--- config.mk ---
export PLATFORM = sky130hd
export DESIGN_NAME = load_store_unit_flat
export DESIGN_NICKNAME = d
export VERILOG_FILES = /design/src/rtl/load_store_unit_if.sv /design/src/rtl/load_store_unit.sv /design/src/flat_wrapper.sv
export SDC_FILE = /design/constraint.sdc
export NUM_CORES = 1
export LEC_CHECK = 0
export ABC_AREA = 1
export BUFFER_PORTS_ARGS = -buffer_cell sky130_fd_sc_hd__buf_2
export CORE_MARGIN = 2
export CORE_UTILIZATION = 55
export DETAILED_ROUTE_END_ITERATION = 8
export GPL_ROUTABILITY_DRIVEN = 0
export PLACE_DENSITY = 0.94
export SYNTH_ARGS = -nofsm -noshare
export SYNTH_HDL_FRONTEND = slang
export SYNTH_SLANG_ARGS = --single-unit
--- constraint.sdc ---
create_clock -name clk_i -period 4.2 [get_ports clk_i]
set_input_delay 0 -clock clk_i [delete_from_list [all_inputs] [get_ports clk_i]]
set_output_delay 0 -clock clk_i [all_outputs]
set_load 0.03 [all_outputs]
--- src/rtl/load_store_unit_if.sv ---
// Shared types and the data-memory bus of the load/store unit.
// master = the load/store unit side, slave = the memory side.
package load_store_unit_pkg;
    typedef enum logic [1:0] {
        FUNC_NONE  = 2'd0,
        FUNC_LOAD  = 2'd1,
        FUNC_STORE = 2'd2,
        FUNC_OTHER = 2'd3
    } func_t;

    typedef enum logic [1:0] {
        ST_IDLE = 2'd0,
        ST_WAIT = 2'd1,
        ST_RESP = 2'd2
    } state_t;
endpackage

// Handshake: dmem_req_o rises with all other request fields already valid.
// The fields stay frozen until the first cycle dmem_ack_i=1 is sampled.
// dmem_rdata_i is only meaningful in that ack cycle.
// dmem_ack_i is ignored whenever no request is outstanding.
interface load_store_unit_if #(
    parameter int DATA_WIDTH = 32,
    parameter int ADDR_WIDTH = 32
);
    logic                    dmem_req_o;
    logic                    dmem_we_o;
    logic [ADDR_WIDTH-1:0]   dmem_addr_o;
    logic [DATA_WIDTH/8-1:0] dmem_be_o;
    logic [DATA_WIDTH-1:0]   dmem_wdata_o;
    logic [DATA_WIDTH-1:0]   dmem_rdata_i;
    logic                    dmem_ack_i;

    modport master (
        output dmem_req_o, dmem_we_o, dmem_addr_o, dmem_be_o, dmem_wdata_o,
        input  dmem_rdata_i, dmem_ack_i
    );

    modport slave (
        input  dmem_req_o, dmem_we_o, dmem_addr_o, dmem_be_o, dmem_wdata_o,
        output dmem_rdata_i, dmem_ack_i
    );
endinterface

--- src/rtl/load_store_unit.sv ---
// Load/store unit: computes the effective address, checks alignment and
// size, issues one data-memory transaction with a timeout, and returns a
// lane-extracted, sign/zero-extended load result with a done/err pulse.
module load_store_unit
    import load_store_unit_pkg::*;
#(
    parameter int DATA_WIDTH = 32,
    parameter int ADDR_WIDTH = 32,
    parameter int TIMEOUT    = 16
) (
    input  logic                  clk_i,
    input  logic                  arst_ni,
    input  logic                  valid_i,
    input  func_t                 func_i,
    input  logic [1:0]            size_i,
    input  logic                  unsigned_i,
    input  logic [DATA_WIDTH-1:0] rs1_data_i,
    input  logic [DATA_WIDTH-1:0] imm_i,
    input  logic [DATA_WIDTH-1:0] rs2_data_i,
    load_store_unit_if.master     dmem,
    output logic                  busy_o,
    output logic                  done_o,
    output logic                  err_o,
    output logic [DATA_WIDTH-1:0] res_o,
    output state_t                state_o
);
    localparam int NB        = DATA_WIDTH / 8;
    localparam int LANE_BITS = $clog2(NB);

    // Data mask covering the low (1 << sz) bytes.
    function automatic logic [DATA_WIDTH-1:0] size_mask(input logic [1:0] sz);
        logic [DATA_WIDTH-1:0] m;
        case (sz)
            2'd0:    m = DATA_WIDTH'(8'hFF);
            2'd1:    m = DATA_WIDTH'(16'hFFFF);
            2'd2:    m = DATA_WIDTH'(32'hFFFF_FFFF);
            default: m = '1;
        endcase
        return m;
    endfunction

    // Byte-enable pattern for (1 << sz) bytes starting at lane 0.
    function automatic logic [NB-1:0] be_mask(input logic [1:0] sz);
        logic [NB-1:0] m;
        case (sz)
            2'd0:    m = NB'(1);
            2'd1:    m = NB'(3);
            2'd2:    m = NB'(15);
            default: m = '1;
        endcase
        return m;
    endfunction

    state_t                state_q, state_d;
    logic [7:0]            cnt_q, cnt_d;
    logic                  req_q, req_d;
    logic                  we_q, we_d;
    logic [ADDR_WIDTH-1:0] addr_q, addr_d;
    logic [NB-1:0]         be_q, be_d;
    logic [DATA_WIDTH-1:0] wdata_q, wdata_d;
    logic                  err_q, err_d;
    logic [DATA_WIDTH-1:0] res_q, res_d;
    logic [1:0]            size_q, size_d;
    logic                  uns_q, uns_d;

    logic [DATA_WIDTH-1:0] eff_full;
    logic [ADDR_WIDTH-1:0] eff_addr;
    logic [LANE_BITS-1:0]  lane_in;
    logic                  misaligned;
    logic                  oversize;
    logic                  acc_err;
    logic [NB-1:0]         be_new;
    logic [DATA_WIDTH-1:0] wdata_new;
    logic [DATA_WIDTH-1:0] rd_shifted;
    logic                  rd_sign;
    logic [DATA_WIDTH-1:0] load_val;
    logic                  accept;

    // Decode the incoming request: address, legality, lanes and write data.
    always_comb begin
        eff_full = rs1_data_i + imm_i;
        eff_addr = ADDR_WIDTH'(eff_full);
        lane_in  = eff_addr[LANE_BITS-1:0];
        case (size_i)
            2'd0:    misaligned = 1'b0;
            2'd1:    misaligned = eff_addr[0];
            2'd2:    misaligned = |eff_addr[1:0];
            default: misaligned = |eff_addr[2:0];
        endcase
        oversize  = int'(size_i) > LANE_BITS;
        acc_err   = misaligned || oversize;
        be_new    = be_mask(size_i) << lane_in;
        wdata_new = (rs2_data_i & size_mask(size_i)) << {lane_in, 3'b000};
        accept    = valid_i && ((func_i == FUNC_LOAD) || (func_i == FUNC_STORE));
    end

    // Pull the addressed lanes of read data down to bit 0 and extend them.
    always_comb begin
        rd_shifted = dmem.dmem_rdata_i >> {addr_q[LANE_BITS-1:0], 3'b000};
        case (size_q)
            2'd0:    rd_sign = rd_shifted[7];
            2'd1:    rd_sign = rd_shifted[15];
            2'd2:    rd_sign = rd_shifted[31];
            default: rd_sign = rd_shifted[DATA_WIDTH-1];
        endcase
        load_val = (rd_shifted & size_mask(size_q))
                 | ((rd_sign && !uns_q) ? ~size_mask(size_q) : '0);
    end

    // Next-state and registered-output logic of the IDLE/WAIT/RESP FSM.
    always_comb begin
        state_d = state_q;
        cnt_d   = cnt_q;
        req_d   = req_q;
        we_d    = we_q;
        addr_d  = addr_q;
        be_d    = be_q;
        wdata_d = wdata_q;
        err_d   = err_q;
        res_d   = res_q;
        size_d  = size_q;
        uns_d   = uns_q;
        case (state_q)
            ST_IDLE: begin
                if (accept) begin
                    size_d = size_i;
                    uns_d  = unsigned_i;
                    err_d  = acc_err;
                    cnt_d  = '0;
                    if (acc_err) begin
                        // Illegal access completes without touching memory.
                        state_d = ST_RESP;
                    end else begin
                        state_d = ST_WAIT;
                        req_d   = 1'b1;
                        we_d    = (func_i == FUNC_STORE);
                        addr_d  = eff_addr;
                        be_d    = be_new;
                        wdata_d = wdata_new;
                    end
                end
            end
            ST_WAIT: begin
                if (dmem.dmem_ack_i) begin
                    req_d   = 1'b0;
                    err_d   = 1'b0;
                    state_d = ST_RESP;
                    if (!we_q) begin
                        res_d = load_val;
                    end
                end else if (cnt_q == 8'(TIMEOUT - 1)) begin
                    // Request has been up for TIMEOUT cycles: give up.
                    req_d   = 1'b0;
                    err_d   = 1'b1;
                    state_d = ST_RESP;
                end else begin
                    cnt_d = cnt_q + 8'd1;
                end
            end
            ST_RESP: begin
                cnt_d   = '0;
                state_d = ST_IDLE;
            end
            default: begin
                state_d = ST_IDLE;
            end
        endcase
    end

    // State and output registers, all cleared by the asynchronous reset.
    always_ff @(posedge clk_i or negedge arst_ni) begin
        if (!arst_ni) begin
            state_q <= ST_IDLE;
            cnt_q   <= '0;
            req_q   <= 1'b0;
            we_q    <= 1'b0;
            addr_q  <= '0;
            be_q    <= '0;
            wdata_q <= '0;
            err_q   <= 1'b0;
            res_q   <= '0;
            size_q  <= '0;
            uns_q   <= 1'b0;
        end else begin
            state_q <= state_d;
            cnt_q   <= cnt_d;
            req_q   <= req_d;
            we_q    <= we_d;
            addr_q  <= addr_d;
            be_q    <= be_d;
            wdata_q <= wdata_d;
            err_q   <= err_d;
            res_q   <= res_d;
            size_q  <= size_d;
            uns_q   <= uns_d;
        end
    end

    assign dmem.dmem_req_o   = req_q;
    assign dmem.dmem_we_o    = we_q;
    assign dmem.dmem_addr_o  = addr_q;
    assign dmem.dmem_be_o    = be_q;
    assign dmem.dmem_wdata_o = wdata_q;
    assign busy_o            = (state_q != ST_IDLE);
    assign done_o            = (state_q == ST_RESP);
    assign err_o             = (state_q == ST_RESP) && err_q;
    assign res_o             = res_q;
    assign state_o           = state_q;
endmodule

--- src/flat_wrapper.sv ---
// flat-port wrapper written by rule: the top's interface ports become plain ports
module load_store_unit_flat import load_store_unit_pkg::*;
#(
    parameter int DATA_WIDTH = 32,
    parameter int ADDR_WIDTH = 32,
    parameter int TIMEOUT    = 16
)
  (clk_i, arst_ni, valid_i, func_i, size_i, unsigned_i, rs1_data_i, imm_i, rs2_data_i, busy_o, done_o, err_o, res_o, state_o, dmem_dmem_req_o, dmem_dmem_we_o, dmem_dmem_addr_o, dmem_dmem_be_o, dmem_dmem_wdata_o, dmem_dmem_rdata_i, dmem_dmem_ack_i);
  load_store_unit_if #(.DATA_WIDTH(DATA_WIDTH), .ADDR_WIDTH(ADDR_WIDTH)) dmem_i ();
  input  logic clk_i;
  input  logic arst_ni;
  input  logic valid_i;
  input  func_t func_i;
  input  logic [1:0] size_i;
  input  logic unsigned_i;
  input  logic [DATA_WIDTH-1:0] rs1_data_i;
  input  logic [DATA_WIDTH-1:0] imm_i;
  input  logic [DATA_WIDTH-1:0] rs2_data_i;
  output logic busy_o;
  output logic done_o;
  output logic err_o;
  output logic [DATA_WIDTH-1:0] res_o;
  output state_t state_o;
  output wire logic [$bits(dmem_i.dmem_req_o)-1:0] dmem_dmem_req_o;
  output wire logic [$bits(dmem_i.dmem_we_o)-1:0] dmem_dmem_we_o;
  output wire logic [$bits(dmem_i.dmem_addr_o)-1:0] dmem_dmem_addr_o;
  output wire logic [$bits(dmem_i.dmem_be_o)-1:0] dmem_dmem_be_o;
  output wire logic [$bits(dmem_i.dmem_wdata_o)-1:0] dmem_dmem_wdata_o;
  input wire logic [$bits(dmem_i.dmem_rdata_i)-1:0] dmem_dmem_rdata_i;
  input wire logic [$bits(dmem_i.dmem_ack_i)-1:0] dmem_dmem_ack_i;
  assign dmem_dmem_req_o = dmem_i.dmem_req_o;
  assign dmem_dmem_we_o = dmem_i.dmem_we_o;
  assign dmem_dmem_addr_o = dmem_i.dmem_addr_o;
  assign dmem_dmem_be_o = dmem_i.dmem_be_o;
  assign dmem_dmem_wdata_o = dmem_i.dmem_wdata_o;
  assign dmem_i.dmem_rdata_i = dmem_dmem_rdata_i;
  assign dmem_i.dmem_ack_i = dmem_dmem_ack_i;
  load_store_unit #(.DATA_WIDTH(DATA_WIDTH), .ADDR_WIDTH(ADDR_WIDTH), .TIMEOUT(TIMEOUT)) u_core (.clk_i(clk_i), .arst_ni(arst_ni), .valid_i(valid_i), .func_i(func_i), .size_i(size_i), .unsigned_i(unsigned_i), .rs1_data_i(rs1_data_i), .imm_i(imm_i), .rs2_data_i(rs2_data_i), .dmem(dmem_i), .busy_o(busy_o), .done_o(done_o), .err_o(err_o), .res_o(res_o), .state_o(state_o));
endmodule
==> results_dict.tcl, run 1 <==
set metrics [dict create \
    synth_mux_area_frac 0 \
    dp.cells 1554 \
    hp-class "in -> reg" \
    core_area_sq_um 14000 \
    yosysWarnings 0 \
    slew-limit-headroom 0.264 \
    outcome "completed" \
    cp.arrival_ns 2.89 \
    dieArea_sq_um 15400 \
    cts_tree "built" \
    totalWireLength_mm 24.7 \
    grt_pass1_vias 8580 \
    die_w_microns 124 \
    numCtsBuffers 17 \
    syn-num-nets 1335 \
    diodes 0 \
    holdWs_ns 0.00634 \
    p_sw_w 0.00306 \
    hpwl_mm 17.7 \
    yosysSeqAreaShare 0.365 \
    synth.most_common_cell "nand2_1" \
    total_leakage_power_nw 5.70 \
    synth-edff-count 0 \
    yosysTopAreaCell "dfrtp_1" \
    synth.distinct_cells 49 \
    placed_cell_area_sq_um 9210 \
    fin_crit_sh 0.618 \
    drive_above_1_share 0.213 \
    ys_seq_elements 116 \
    rows 43 \
    layout.nets 1596 \
    path_clk_slew_ns 0.06 \
    num_vias 9028 \
    clock.fmax_mhz 385 \
    start_util 0.569 \
    power_density_nw_per_um2 637 \
    final_util 0.723 \
    irDropWorstVdd_mv 0.285 \
    crit_path_max_fanout 18 \
    clock_skew_ns 0.0127 \
    syn_avg_cell_area_sq_um 6.83 \
    maxCapViolations 0 \
    pwr-share-seq 0.298 \
    synth_commonest_cells "nand2_1 (415), inv_1 (135), dfrtp_1 (116)" \
    async_flop_share 1.00 \
    grt_max_degree 86 \
    drc 0 \
    io_pins 244 \
    track_usage 0.320 \
    fp.dieH_microns 124 \
    grt_overflow 0 \
    area_delta_synth_final_pct 27.1 \
    wl_per_cell_microns 15.3 \
    synth_top_family_by_area "simple AND/OR/NAND/NOR gates" \
    hold_violations 0 \
    drt-pass1-iter-count 8 \
    synth_top_area_share 0.365 \
    clock_latency_ns 0.42 \
    drt-initial-drc-count 1032 \
    synth_compound_area_frac 0.142 \
    final_cells 1618 \
    antenna_found_initial 0 \
    cts-root-buf "clkbuf_16" \
    start_kind "input pin" \
    clock_sinks 116 \
    h-tree-depth 4 \
    final_max_slew_viol_count 0 \
    cts_setup_buffers 0 \
    setup_tns_ns 0 \
    pwr-share-comb 0.480 \
    crit_type "in -> reg" \
    post-route-min-period_ns 2.60 \
    synth_ff_type "dfrtp_1" \
    clockPowerShare 0.222 \
    clockBufferDepth 2 \
    ys_top_cells_by_area "dfrtp_1 (37%), nand2_1 (20%), inv_1 (6.4%)" \
    p_int_w 0.00337 \
    yosys.area_share.simple 0.323 \
    sw_frac_of_total 0.476 \
    end_kind "flip-flop" \
    ant_nets 0 \
    viasPerCell 5.58 \
    portBuffers 243 \
    syn-cell-area_sq_um 7950 \
    grt_pass1_wl_mm 40.9 \
    grt_setup_unrepaired "false" \
    synth_cells 1164 \
    final-setup-viol-count 0 \
    tightest_slew_ns 1.10 \
    crit_required_ns 4.49 \
    synthAdderAreaFrac 0.0544 \
    synth_xor_xnor_area_share 0.0187 \
    final_cell_area_sq_um 10100 \
]
[flip-flops by register name (all words and copies together), names as in the netlist]
signal,cells
u_core.cnt_q,8
u_core.dmem.dmem_addr_o,32
u_core.dmem.dmem_be_o,4
u_core.dmem.dmem_req_o,1
u_core.dmem.dmem_wdata_o,32
u_core.dmem.dmem_we_o,1
u_core.err_q,1
u_core.res_o,32
u_core.size_q,2
u_core.state_o,2
u_core.uns_q,1
[power groups by stage]
| stage | clock network, W | registers, W | logic [W] |
|---|---|---|---|
| detailed placement | 0 | 0.00190 | 0.00299 |
| floorplan | 0 | 0.00277 | 0.00120 |
| global route | 0.00148 | 0.00196 | 0.00333 |
| CTS | 0.00142 | 0.00190 | 0.00306 |
| finish | 0.00143 | 0.00192 | 0.00309 |
| global placement | 0 | 0.00190 | 0.00292 |
[layout by cell type (no fill, tap or decap), drive strengths merged, types with 3 or more instances in the layout]
cell type    instances
nand3               70
dfrtp              116
o211ai               7
ha                  33
a31oi                7
o22a                 5
clkinvlp             5
a22o                 3
inv                144
nand3b               4
o21ai               83
nand4                7
a21oi               72
dlygate4sd3         32
clkinv               7
nor2               103
a22oi               13
clkbuf              17
xnor2               15
buf                248
o21bai               3
a221oi               3
nor3                 6
nand2              421
[worst max-delay path: stages]
cell	delay (ns)
buf_2	0.10
ha_1	0.23
fa_1	0.78
clkinv_1	0.57
nor2_1	0.65
a22oi_1	0.21
o21ai_0	0.34
[timing repair]
| action | CTS | global route |
|---|---|---|
| hold buffers | 32 | 0 |
| endpoints found under the hold margin | 114 | 0 |
| resized for setup | 0 | 0 |
[worst paths after layout]
kind,from,end,slack (ns),cells after the start
setup reg to reg,u_core.state_o[0]$_DFFE_PN0P_,u_core.res_o[25]$_DFFE_PN0P_,1.72,7
hold reg to reg,u_core.dmem.dmem_addr_o[23]$_DFFE_PN0P_,u_core.dmem.dmem_addr_o[23]$_DFFE_PN0P_,0.47,2
max in group asynchronous,arst_ni,u_core.cnt_q[1]$_DFFE_PN0P_,2.78,3
min in group asynchronous,arst_ni,u_core.dmem.dmem_wdata_o[5]$_DFFE_PN0P_,0.29,2
hold / removal,dmem_dmem_rdata_i[21],u_core.res_o[13]$_DFFE_PN0P_,0.006,5
setup / recovery,rs1_data_i[0],u_core.dmem.dmem_wdata_o[18]$_DFFE_PN0P_,1.60,7
[per-stage QoR]
stage,setup WS (ns),power (W)
final,1.60,0.00644
after global routing,1.45,0.00678
after CTS,1.76,0.00639
after detailed placement,1.50,0.00490
after global placement,1.63,0.00482
after floorplan,2.50,0.00397
[cell families after synthesis]
kind of cell               count (synthesis)
buffers and inverters                    181
xor gates and xnor gates                  17
adders and majority gates                 34
and+or+nand+nor                          615
AOI/OAI and AO/OA                        201
DFF                                      116
[cell type report]
class                           instances  area, sq um
Clock buffer                           17          425
Clock inverter                         15          156
Inverter                              143          544
Tap cell                              180          225
Fill cell                            1093         3880
Sequential cell                       116         2900
Timing Repair Buffer                  280         1580
Multi-Input combinational cell        867         4280
[routing by layer]
| layer | track usage | up-vias | routed length (microns) |
|---|---|---|---|
| met3 | 0.0555 | 102 | 2110 |
| met2 | 0.536 | 573 | 11900 |
| li1 | - | 4245 | - |
| met4 | 0.153 | 0 | 991 |
| met5 | 0 | - | 0 |
| met1 | 0.404 | 4108 | 9690 |
(Power assumes the default switching activity.)
==> inputs of run 2 (changes only) <==
--- a/config.mk
+++ b/config.mk
@@ -8,10 +8,10 @@
 export ABC_AREA = 1
 export BUFFER_PORTS_ARGS = -buffer_cell sky130_fd_sc_hd__buf_2
 export CORE_MARGIN = 2
-export CORE_UTILIZATION = 55
+export CORE_UTILIZATION = 48
 export DETAILED_ROUTE_END_ITERATION = 8
 export GPL_ROUTABILITY_DRIVEN = 0
-export PLACE_DENSITY = 0.94
+export PLACE_DENSITY = 0.87
 export SYNTH_ARGS = -nofsm -noshare
 export SYNTH_HDL_FRONTEND = slang
 export SYNTH_SLANG_ARGS = --single-unit
==> constraint.sdc (replaced) <==
create_clock -name clk_i -period 2.33 [get_ports clk_i]
set_input_delay 0 -clock clk_i [delete_from_list [all_inputs] [get_ports clk_i]]
set_output_delay 0 -clock clk_i [all_outputs]
set_load 0.03 [all_outputs]
==> run 2 against run 1 <==
  * Critical path depth is the same
  * Sequential power grew 78%
  * Total power grew 84%
  * Count of clock-buffer cells in the layout grew 4
  * Cell area grew 2.0%
  * Routed wire length shrank 3.3%
  * Critical endpoint is now u_core.res_o[27]$_DFFE_PN0P_
  * Utilization shrank 9.4 points
  * Die area grew 14%
  * Clock skew shrank 0.0066 ns
==> results_dict.tcl, run 2 (synthesis results as in run 1) <==
set metrics [dict create \
    grt_pass1_vias 8173 \
    dp.cells 1603 \
    critPathLaunch "u_core.state_o[0]$_DFFE_PN0P_" \
    drive_above_1_share 0.216 \
    clockPowerShare 0.238 \
    fp.dieH_microns 133 \
    h-tree-depth 4 \
    endpoint "u_core.res_o[27]$_DFFE_PN0P_" \
    final_cells 1668 \
    final-setup-viol-count 0 \
    grt_overflow 0 \
    num_vias 8765 \
    fin_crit_sh 0.872 \
    grt_max_degree 63 \
    hpwl_mm 17.9 \
    io_pins 244 \
    clock_latency_ns 0.42 \
    total_leakage_power_nw 5.79 \
    clock_sinks 116 \
    crit_required_ns 2.62 \
    slew-limit-headroom 0.253 \
    final_max_slew_viol_count 0 \
    sw_frac_of_total 0.459 \
    grtUsageMet2 0.458 \
    grtUsageMet3 0.0448 \
    core_area_sq_um 16400 \
    ant_nets 0 \
    setup_tns_ns 0 \
    clockBufferDepth 2 \
    layout.nets 1606 \
    post-route-min-period_ns 2.03 \
    start_kind "flip-flop" \
    p_sw_w 0.00543 \
    grtUsageMet1 0.348 \
    reg2reg_depth 7 \
    cts-root-buf "clkbuf_16" \
    ctsResizeCount 0 \
    irDropWorstVdd_mv 0.640 \
    antenna_found_initial 0 \
    drc 0 \
    hp-class "in -> reg" \
    area_delta_synth_final_pct 29.7 \
    die_w_microns 133 \
    viasPerCell 5.25 \
    track_usage 0.273 \
    p_int_w 0.00640 \
    wl_per_cell_microns 14.3 \
    final_cell_mix "nand2_1 (415), buf_2 (242), inv_1 (135), dfrtp_1 (116), nor2_1 (99)" \
    hold_violations 0 \
    path_clk_slew_ns 0.05 \
    tightest_slew_ns 1.12 \
    cp.arrival_ns 2.33 \
    totalWireLength_mm 23.9 \
    portBuffers 243 \
    outcome "completed" \
    clock.fmax_mhz 492 \
    drt-initial-drc-count 809 \
    crit_type "reg -> reg" \
    drt-pass1-iter-count 6 \
    r2r_setup_slack_ns 0.30 \
    grt_pass1_wl_mm 39.1 \
    maxCapViolations 0 \
    dieArea_sq_um 17600 \
    rows 47 \
    power_density_nw_per_um2 1150 \
    diodes 0 \
    clock_skew_ns 0.00611 \
    cts_tree "built" \
    start_util 0.485 \
    mostFrequentLayoutCell "nand2_1" \
    numCtsBuffers 17 \
    r2r-start "u_core.state_o[0]$_DFFE_PN0P_" \
    grt-busiest-layer "met2" \
    worstReg2RegEnd "u_core.res_o[27]$_DFFE_PN0P_" \
    pwr-share-seq 0.289 \
    crit_path_max_fanout 32 \
    pwr-share-comb 0.473 \
    grt_setup_unrepaired "false" \
    end_kind "flip-flop" \
]
## run 2: repair_timing
| item | in CTS | in global routing |
|---|---|---|
| hold endpoints to repair | 146 | 0 |
| hold buffers | 33 | 0 |
| setup buffers | 0 | 0 |
## run 2: worst min path at each step
| stage | from | endpoint | slack, ns | cells past startpoint |
|---|---|---|---|---|
| after floorplan | arst_ni | u_core.cnt_q[0]$_DFFE_PN0P_ | -0.30 | 0 |
| after global placement | arst_ni | u_core.dmem.dmem_req_o$_DFFE_PN0P_ | -0.07 | 1 |
| after detailed placement | arst_ni | u_core.dmem.dmem_req_o$_DFFE_PN0P_ | -0.07 | 1 |
| after CTS | rs2_data_i[22] | u_core.dmem.dmem_wdata_o[22]$_DFFE_PN0P_ | 0.0008 | 5 |
| after global routing | dmem_dmem_rdata_i[21] | u_core.res_o[13]$_DFFE_PN0P_ | 0.04 | 5 |
| final | rs1_data_i[31] | u_core.dmem.dmem_addr_o[31]$_DFFE_PN0P_ | 0.0008 | 5 |
## run 2: critical path, cell delays in order (launching register included)
cell     delay, ns
dfrtp_1       0.49
inv_2         0.11
nor2_8        0.18
nand2_4       0.10
nor2_4        0.34
inv_2         0.35
a21oi_1       0.24
a21oi_1       0.09
## run 2: power groups by stage
stage | Sequential [W] | Clock (W) | Combinational [W]
5_1_grt | 0.00351 | 0.00294 | 0.00602
3_3_place_gp | 0.00343 | 0 | 0.00532
2_1_floorplan | 0.00499 | 0 | 0.00216
3_5_place_dp | 0.00344 | 0 | 0.00543
6_report | 0.00342 | 0.00281 | 0.00559
4_1_cts | 0.00341 | 0.00284 | 0.00557
## run 2: routing by layer
metal | wire, microns | vias to the layer above | part of all wire
li1 | - | 4287 | -
met1 | 9840 | 3940 | 0.41
met2 | 11500 | 460 | 0.48
met3 | 1760 | 78 | 0.074
met4 | 807 | 0 | 0.034
met5 | 0 | - | 0
## run 2: final cells by class
cell class | instances | area, sq um
clock buffers | 21 | 460
clock inverters | 11 | 175
fillers | 1406 | 6090
inverters | 143 | 544
multi-input cells | 867 | 4280
flip-flops and latches | 116 | 2900
well taps | 220 | 275
repair buffers | 290 | 1680
## run 2: metrics by stage
stage | power [W] | util | setup WS, ns | cell area, sq um | hold WS [ns]
2_1_floorplan | 0.00715 | - | 0.635 | 7950 | -0.296
3_3_place_gp | 0.00875 | 0.570 | 0.222 | 9350 | -0.0714
3_5_place_dp | 0.00886 | 0.570 | 0.139 | 9350 | -0.0715
4_1_cts | 0.0118 | 0.629 | 0.335 | 10300 | 0.000789
5_1_grt | 0.0125 | 0.629 | 0.143 | 10300 | 0.0416
6_report | 0.0118 | 0.629 | 0.297 | 10300 | 0.000826
